--- src/rtl/instr_fetch_pkg.sv ---
// Shared definitions for the instruction-fetch stage: FSM state encoding,
// default reset PC, and the opcode/func field positions also used by the
// controller.
package instr_fetch_pkg;

  typedef enum logic {
    FETCH = 1'b0,
    VALID = 1'b1
  } if_state_t;

  localparam logic [31:0] RESET_PC_DEFAULT = 32'h0000_0000;
  localparam logic [31:0] PC_STEP          = 32'd4;

  localparam int unsigned OP_MSB   = 31;
  localparam int unsigned OP_LSB   = 26;
  localparam int unsigned FUNC_MSB = 5;
  localparam int unsigned FUNC_LSB = 0;

  function automatic logic [5:0] op_field(input logic [31:0] instr);
    return instr[OP_MSB:OP_LSB];
  endfunction

  function automatic logic [5:0] func_field(input logic [31:0] instr);
    return instr[FUNC_MSB:FUNC_LSB];
  endfunction

endpackage

--- src/rtl/if_skid_buf.sv ---
// One-entry prefetch buffer: valid bit plus 64-bit payload
// ({pc_plus4, instr}). Reset and flush both empty it.
module if_skid_buf (
  input  logic        clk,
  input  logic        rst,
  input  logic        flush,
  input  logic        load,
  input  logic [63:0] load_data,
  input  logic        unload,
  output logic        valid,
  output logic [63:0] data
);

  // Occupancy and payload; load and unload are never requested together.
  always_ff @(posedge clk) begin
    if (rst || flush) begin
      valid <= 1'b0;
    end else if (load) begin
      valid <= 1'b1;
      data  <= load_data;
    end else if (unload) begin
      valid <= 1'b0;
    end
  end

endmodule

--- src/rtl/instr_fetch.sv ---
// Instruction fetch stage: FETCH/VALID FSM holding one instruction for
// the decode stage. Optional feature macro IF_PREFETCH_EN adds a
// one-entry prefetch buffer (if_skid_buf) for 1 instruction/cycle.
module instr_fetch #(
  parameter logic [31:0] RESET_PC = instr_fetch_pkg::RESET_PC_DEFAULT
) (
  input  logic        Clk,
  input  logic        Rst,
  output logic        IMemReq,
  output logic [31:0] IMemAddr,
  input  logic        IMemAck,
  input  logic [31:0] IMemData,
  input  logic        Stall,
  input  logic        Redirect,
  input  logic [31:0] RedirectPC,
  output logic [31:0] Instr,
  output logic [5:0]  Op,
  output logic [5:0]  func,
  output logic [31:0] PCPlus4,
  output logic        InstrValid
);

  import instr_fetch_pkg::*;

  if_state_t   state;
  logic [31:0] pc;
  logic [31:0] pc_next;
  logic [31:0] redirect_pc;
  logic [31:0] instr_q;
  logic [31:0] pc_plus4_q;
  logic        instr_valid_q;
  logic        unused_redirect_lsbs;

  assign pc_next              = pc + PC_STEP;
  assign redirect_pc          = {RedirectPC[31:2], 2'b00};
  assign unused_redirect_lsbs = ^RedirectPC[1:0];

  assign IMemAddr   = pc;
  assign Instr      = instr_q;
  assign Op         = op_field(instr_q);
  assign func       = func_field(instr_q);
  assign PCPlus4    = pc_plus4_q;
  assign InstrValid = instr_valid_q;

`ifdef IF_PREFETCH_EN

  logic        buf_valid;
  logic [63:0] buf_data;
  logic        buf_load;
  logic        buf_unload;

  // Keep requesting while there is somewhere to put the returned word.
  assign IMemReq = (state == FETCH) || !buf_valid;

  // A stalled ack goes into the buffer; a consume drains it into Instr.
  always_comb begin
    buf_load   = 1'b0;
    buf_unload = 1'b0;
    if (!Rst && !Redirect && state == VALID) begin
      buf_load   = !buf_valid && IMemAck && Stall;
      buf_unload = buf_valid && !Stall;
    end
  end

  if_skid_buf u_skid_buf (
    .clk       (Clk),
    .rst       (Rst),
    .flush     (Redirect),
    .load      (buf_load),
    .load_data ({pc_next, IMemData}),
    .unload    (buf_unload),
    .valid     (buf_valid),
    .data      (buf_data)
  );

  // Fetch FSM with prefetch: VALID keeps fetching while the buffer is free.
  always_ff @(posedge Clk) begin
    if (Rst) begin
      state         <= FETCH;
      pc            <= {RESET_PC[31:2], 2'b00};
      instr_q       <= '0;
      pc_plus4_q    <= '0;
      instr_valid_q <= 1'b0;
    end else if (Redirect) begin
      state         <= FETCH;
      pc            <= redirect_pc;
      instr_valid_q <= 1'b0;
    end else begin
      case (state)
        FETCH: begin
          if (IMemAck) begin
            instr_q       <= IMemData;
            pc_plus4_q    <= pc_next;
            pc            <= pc_next;
            instr_valid_q <= 1'b1;
            state         <= VALID;
          end
        end
        VALID: begin
          if (buf_valid) begin
            if (!Stall) begin
              instr_q    <= buf_data[31:0];
              pc_plus4_q <= buf_data[63:32];
            end
          end else if (IMemAck) begin
            pc <= pc_next;
            if (!Stall) begin
              instr_q    <= IMemData;
              pc_plus4_q <= pc_next;
            end
          end else if (!Stall) begin
            instr_valid_q <= 1'b0;
            state         <= FETCH;
          end
        end
        default: state <= FETCH;
      endcase
    end
  end

`else

  // Single outstanding request: only FETCH asks memory for a word.
  assign IMemReq = (state == FETCH);

  // Fetch FSM: FETCH waits for ack, VALID waits for decode to consume.
  always_ff @(posedge Clk) begin
    if (Rst) begin
      state         <= FETCH;
      pc            <= {RESET_PC[31:2], 2'b00};
      instr_q       <= '0;
      pc_plus4_q    <= '0;
      instr_valid_q <= 1'b0;
    end else if (Redirect) begin
      state         <= FETCH;
      pc            <= redirect_pc;
      instr_valid_q <= 1'b0;
    end else begin
      case (state)
        FETCH: begin
          if (IMemAck) begin
            instr_q       <= IMemData;
            pc_plus4_q    <= pc_next;
            pc            <= pc_next;
            instr_valid_q <= 1'b1;
            state         <= VALID;
          end
        end
        VALID: begin
          if (!Stall) begin
            instr_valid_q <= 1'b0;
            state         <= FETCH;
          end
        end
        default: state <= FETCH;
      endcase
    end
  end

`endif

endmodule

--- config.mk ---
export PLATFORM = sky130hd
export DESIGN_NAME = instr_fetch
export DESIGN_NICKNAME = d
export VERILOG_FILES = /design/src/rtl/instr_fetch_pkg.sv /design/src/rtl/if_skid_buf.sv /design/src/rtl/instr_fetch.sv
export SDC_FILE = /design/constraint.sdc
export NUM_CORES = 1
export LEC_CHECK = 0
export CAP_MARGIN = 20
export CORE_MARGIN = 3
export CORE_UTILIZATION = 44
export DETAILED_ROUTE_END_ITERATION = 7
export GPL_TIMING_DRIVEN = 0
export HOLD_SLACK_MARGIN = 0.12
export PLACE_DENSITY = 0.8
export SLEW_MARGIN = 20
export SYNTH_ARGS = -nofsm -noshare
export SYNTH_HDL_FRONTEND = slang
export SYNTH_SLANG_ARGS = --single-unit
--- constraint.sdc ---
create_clock -name Clk -period 2.51 [get_ports Clk]
set_input_delay 0.502 -clock Clk [delete_from_list [all_inputs] [get_ports Clk]]
set_output_delay 0.502 -clock Clk [all_outputs]
set_load 0.01 [all_outputs]
==> results of run 1 <==
[through the flow]
stage | TNS [ns] | worst slack, ns | total power, µW | hold WS, ns | std cells
final | 0 | 0.0601 | 3430 | 0.457 | 918
after global routing | -0.182 | -0.0451 | 3580 | 0.485 | 918
after CTS | 0 | 0.00290 | 3430 | 0.460 | 914
after detailed placement | -28.37 | -0.605 | 2410 | 0.447 | 899
after global placement | -23.75 | -0.525 | 2400 | 0.442 | 899
after floorplan | 0 | 0.366 | 2000 | 0.481 | 595
[worst max-delay path: cells and delay by family]
kind | cells | cell delay, ns
simple gates | 3 | 0.54
buf+inv | 3 | 1.67
[cell usage in the layout (no fill, tap or decap), drive strengths merged, types with 6 or more instances in the layout]
master,instances
a311oi,21
nor2,49
nand2,95
clkbuf,55
inv,9
nor3,18
o21ai,18
a21oi,40
nand4,15
xnor2,14
o31ai,7
or4,10
dfxtp,94
nand3,17
buf,29
or3,14
nor4,18
a211oi,23
and3,6
and4,6
clkdlybuf4s50,171
[registers in the layout (all words and copies together), names as in the netlist]
signal,flops
Instr,32
IMemAddr,30
InstrValid,1
state,1
PCPlus4,30
[where the power goes]
part           leakage, µW  switching, µW  total (µW)  internal, µW
combinational      0.00144            352         727           375
sequential        0.000773           83.9        1660          1580
clock            0.0000948            557        1040           484
total              0.00231            994        3430          2440
[cell usage after synthesis, drive strengths merged, types with 6 or more instances]
cell    instances  area [µm²]
a211oi         23         173
a21oi          40         200
a311oi         21         184
and3            6        37.5
and4            6        53.8
buf            25         169
clkbuf         45         173
dfxtp          94        1880
inv             8        30.0
nand2          95         357
nand3          17        90.1
nand4          15         109
nor2           49         184
nor3           18        90.1
nor4           18         119
o21ai          18        90.1
o31ai           7        52.6
or3            14        90.1
or4            10        78.8
xnor2          14         123
[kinds of logic after synthesis]
kind of cell,Yosys count
xor+xnor,18
buf+inv,79
flops,94
other cells,1
fa+ha+maj,1
simple gates,264
compound gates,135
[area by class of cell]
cell class	instances	area [µm²]	share of cell area [%]
timing repair buffer	175	1740	25.5
clock inverter	5	58.8	0.863
tap	133	166	2.44
buffer	70	352	5.16
multi-input combinational	422	2450	35.9
inverter	9	33.8	0.496
clock buffer	10	138	2.02
sequential	94	1880	27.6
[worst min path at each step]
stage                     cells after the start   endpoint
after floorplan                               2  Instr[10]
after detailed placement                      2  Instr[14]
after CTS                                     2  Instr[14]
after global placement                        2  Instr[24]
after global routing                          2  Instr[12]
final                                         2  Instr[14]
[layer usage]
metal	vias to the layer above	track usage [%]
met5	-	0
met4	0	11.8
met3	48	5.98
met2	313	45.2
met1	2500	37.3
li1	2520	-
[what timing repair did]
action,4_1_cts,5_1_grt
resized for setup,2,16
setup buffers,0,4
pin swaps,0,2
setup endpoints to repair,42,59
cloned,0,0
==> results.py, run 1 <==
metrics = {
    "setup_path": {
        "crit_path_start_kind": "input port",
        "crit_path_max_incr_delay_ns": 0.64,
        "crit_slowest_cell": "clkdlybuf4s50_1",
        "worstReg2RegStart": "IMemAddr[10]",
        "crit_path_frequent_cell": "clkbuf_1",
        "regToRegSetupSlack_ns": 0.15,
        "timing.critical_path.cells": "clkdlybuf4s50_1 > nor3b_1 > clkbuf_1 > clkbuf_1 > nor2_1 > nor4_1",
        "worst-path-max-fanout": 10,
        "critPathArrivalTime_ns": 2.71,
        "path_class": "in2reg",
        "setup.worst_path.end_class": "flip-flop",
        "r2r.worst_path.cells": 6,
        "critical_path.reg2reg.endpoint": "IMemAddr[23]",
        "worst_setup_path_endpoint": "PCPlus4[20]",
        "crit_required_ns": 2.77,
        "critical_path.startpoint": "IMemAck",
    },
    "global_route": {
        "grt_remaining_overflow": 0,
        "antenna_found_initial": 0,
        "grtUsageTotal_pct": 28.4,
        "grt_pass1_wl_um": 26300,
        "largest_net_degree_at_the_start_of_global_routing": 16,
        "first_global_vias": 5153,
    },
    "yosys": {
        "yosys-mux-area-fraction_pct": 0,
        "synth-seq-area-share_pct": 40.3,
        "yosys.area_share.simple_pct": 28.4,
        "ys_types": 57,
        "asyncSetResetFlopFracSynth_pct": 0,
        "synth-compound-area-share_pct": 19.6,
        "avg_synthesized_cell_area_um2": 7.90,
        "synth-main-ff-cell": "dfxtp_1",
        "yosysWarnings": 0,
        "largest_family_of_logic_cells_by_synthesized_area": "simple AND/OR/NAND/NOR gates",
        "synthCells": 592,
        "synthesis.area_um2": 4670,
        "synth_seq_cells": 94,
        "synth_enable_flop_cells": 0,
        "xor_and_xnor_area_share_after_synthesis_pct": 3.37,
        "yosys.area_share.adder_pct": 0.268,
    },
    "detailed_routing": {
        "drt-pass1-iter-count": 8,
        "drtAntennaViolNets": 0,
        "detail_route.wirelength.met1_um": 6950,
        "highest_metal_layer_used_by_the_detailed_router": "met4",
        "met2_length_um": 8090,
        "post_drt_via_cell_ratio": 5.86,
        "route.vias.total": 5381,
        "drc_errors": 0,
        "drt_wl_total_um": 17100,
        "routed-wl-met3_um": 1550,
        "wl_per_cell_um": 18.7,
        "drt_first_iter_violations": 561,
    },
    "clock_tree": {
        "ctsHtreeMaxLevel": 3,
        "tritoncts.num_buffers": 9,
        "clk_latency_ns": 0.37,
        "cts-hold-fix-buffers": 0,
        "tritoncts_clock_tree": "done",
        "clock_root_buffer_master": "clkbuf_8",
        "clkSlewWorstSetupHoldPaths_ns": 0.09,
        "cts.path.max_buffers": 2,
        "cts.sink_count": 94,
    },
    "finish": {
        "fillers": 848,
        "nets": 851,
        "final_util_pct": 67.9,
        "finish.instance_area_um2": 6820,
        "drive_gt1_share_pct": 8.41,
        "diodes": 0,
        "syn_to_final_growth_pct": 45.9,
    },
    "sta": {
        "period_needed_ns": 2.45,
        "timing_max_transition_violations_final": 0,
        "rsz_0062_raised_after_global_routing": "yes",
        "setup_viol_count_final": 0,
        "finalHoldViolCount": 0,
        "finalCritPeriodShare_pct": 97.6,
        "timing.max_slew.rel_slack_pct": 39.2,
        "achievable-frequency_mhz": 408,
        "timing.clock.skew_ns": 0.00641,
        "worst_slew_pin_slew_ns": 0.899,
    },
    "floorplan": {
        "chipHeight_um": 109,
        "die_area_um2": 11900,
        "row_count": 36,
        "floorplan.core_area_um2": 10000,
        "start_util_pct": 46.5,
        "die_w_um": 109,
        "ports_placed_on_the_boundary": 179,
    },
    "flow_run": {
        "drv.max_cap_violation_count": 0,
    },
    "worst_hold_path": {
        "hold_path.class": "reg2reg",
        "hold_path.startpoint": "Instr[14]",
    },
    "power_and_ir_drop": {
        "power.static_leakage_uw": 0.00231,
        "power-per-cell-area_nw_per_um2": 504,
        "max-vdd-ir-drop_v": 0.000321,
    },
    "placement": {
        "placement.io_buffers": 171,
        "placed_inst_area_um2": 6560,
        "post-dp-hpwl_um": 12600,
        "gp_routability_congestion": 0.944,
    },
    "status": {
        "outcome": "finished, final reports clean",
    },
}
(Power assumes the default switching activity.)
==> inputs of run 2 (changes only) <==
--- a/config.mk
+++ b/config.mk
@@ -15,4 +15,5 @@
 export SLEW_MARGIN = 20
 export SYNTH_ARGS = -nofsm -noshare
 export SYNTH_HDL_FRONTEND = slang
+export SYNTH_HIERARCHICAL = 1
 export SYNTH_SLANG_ARGS = --single-unit
==> results of run 2 <==
No change in the layout: final DEF, timing and power equal those of run 1.
Among the figures that moved: Yosys warning count 0 -> 6
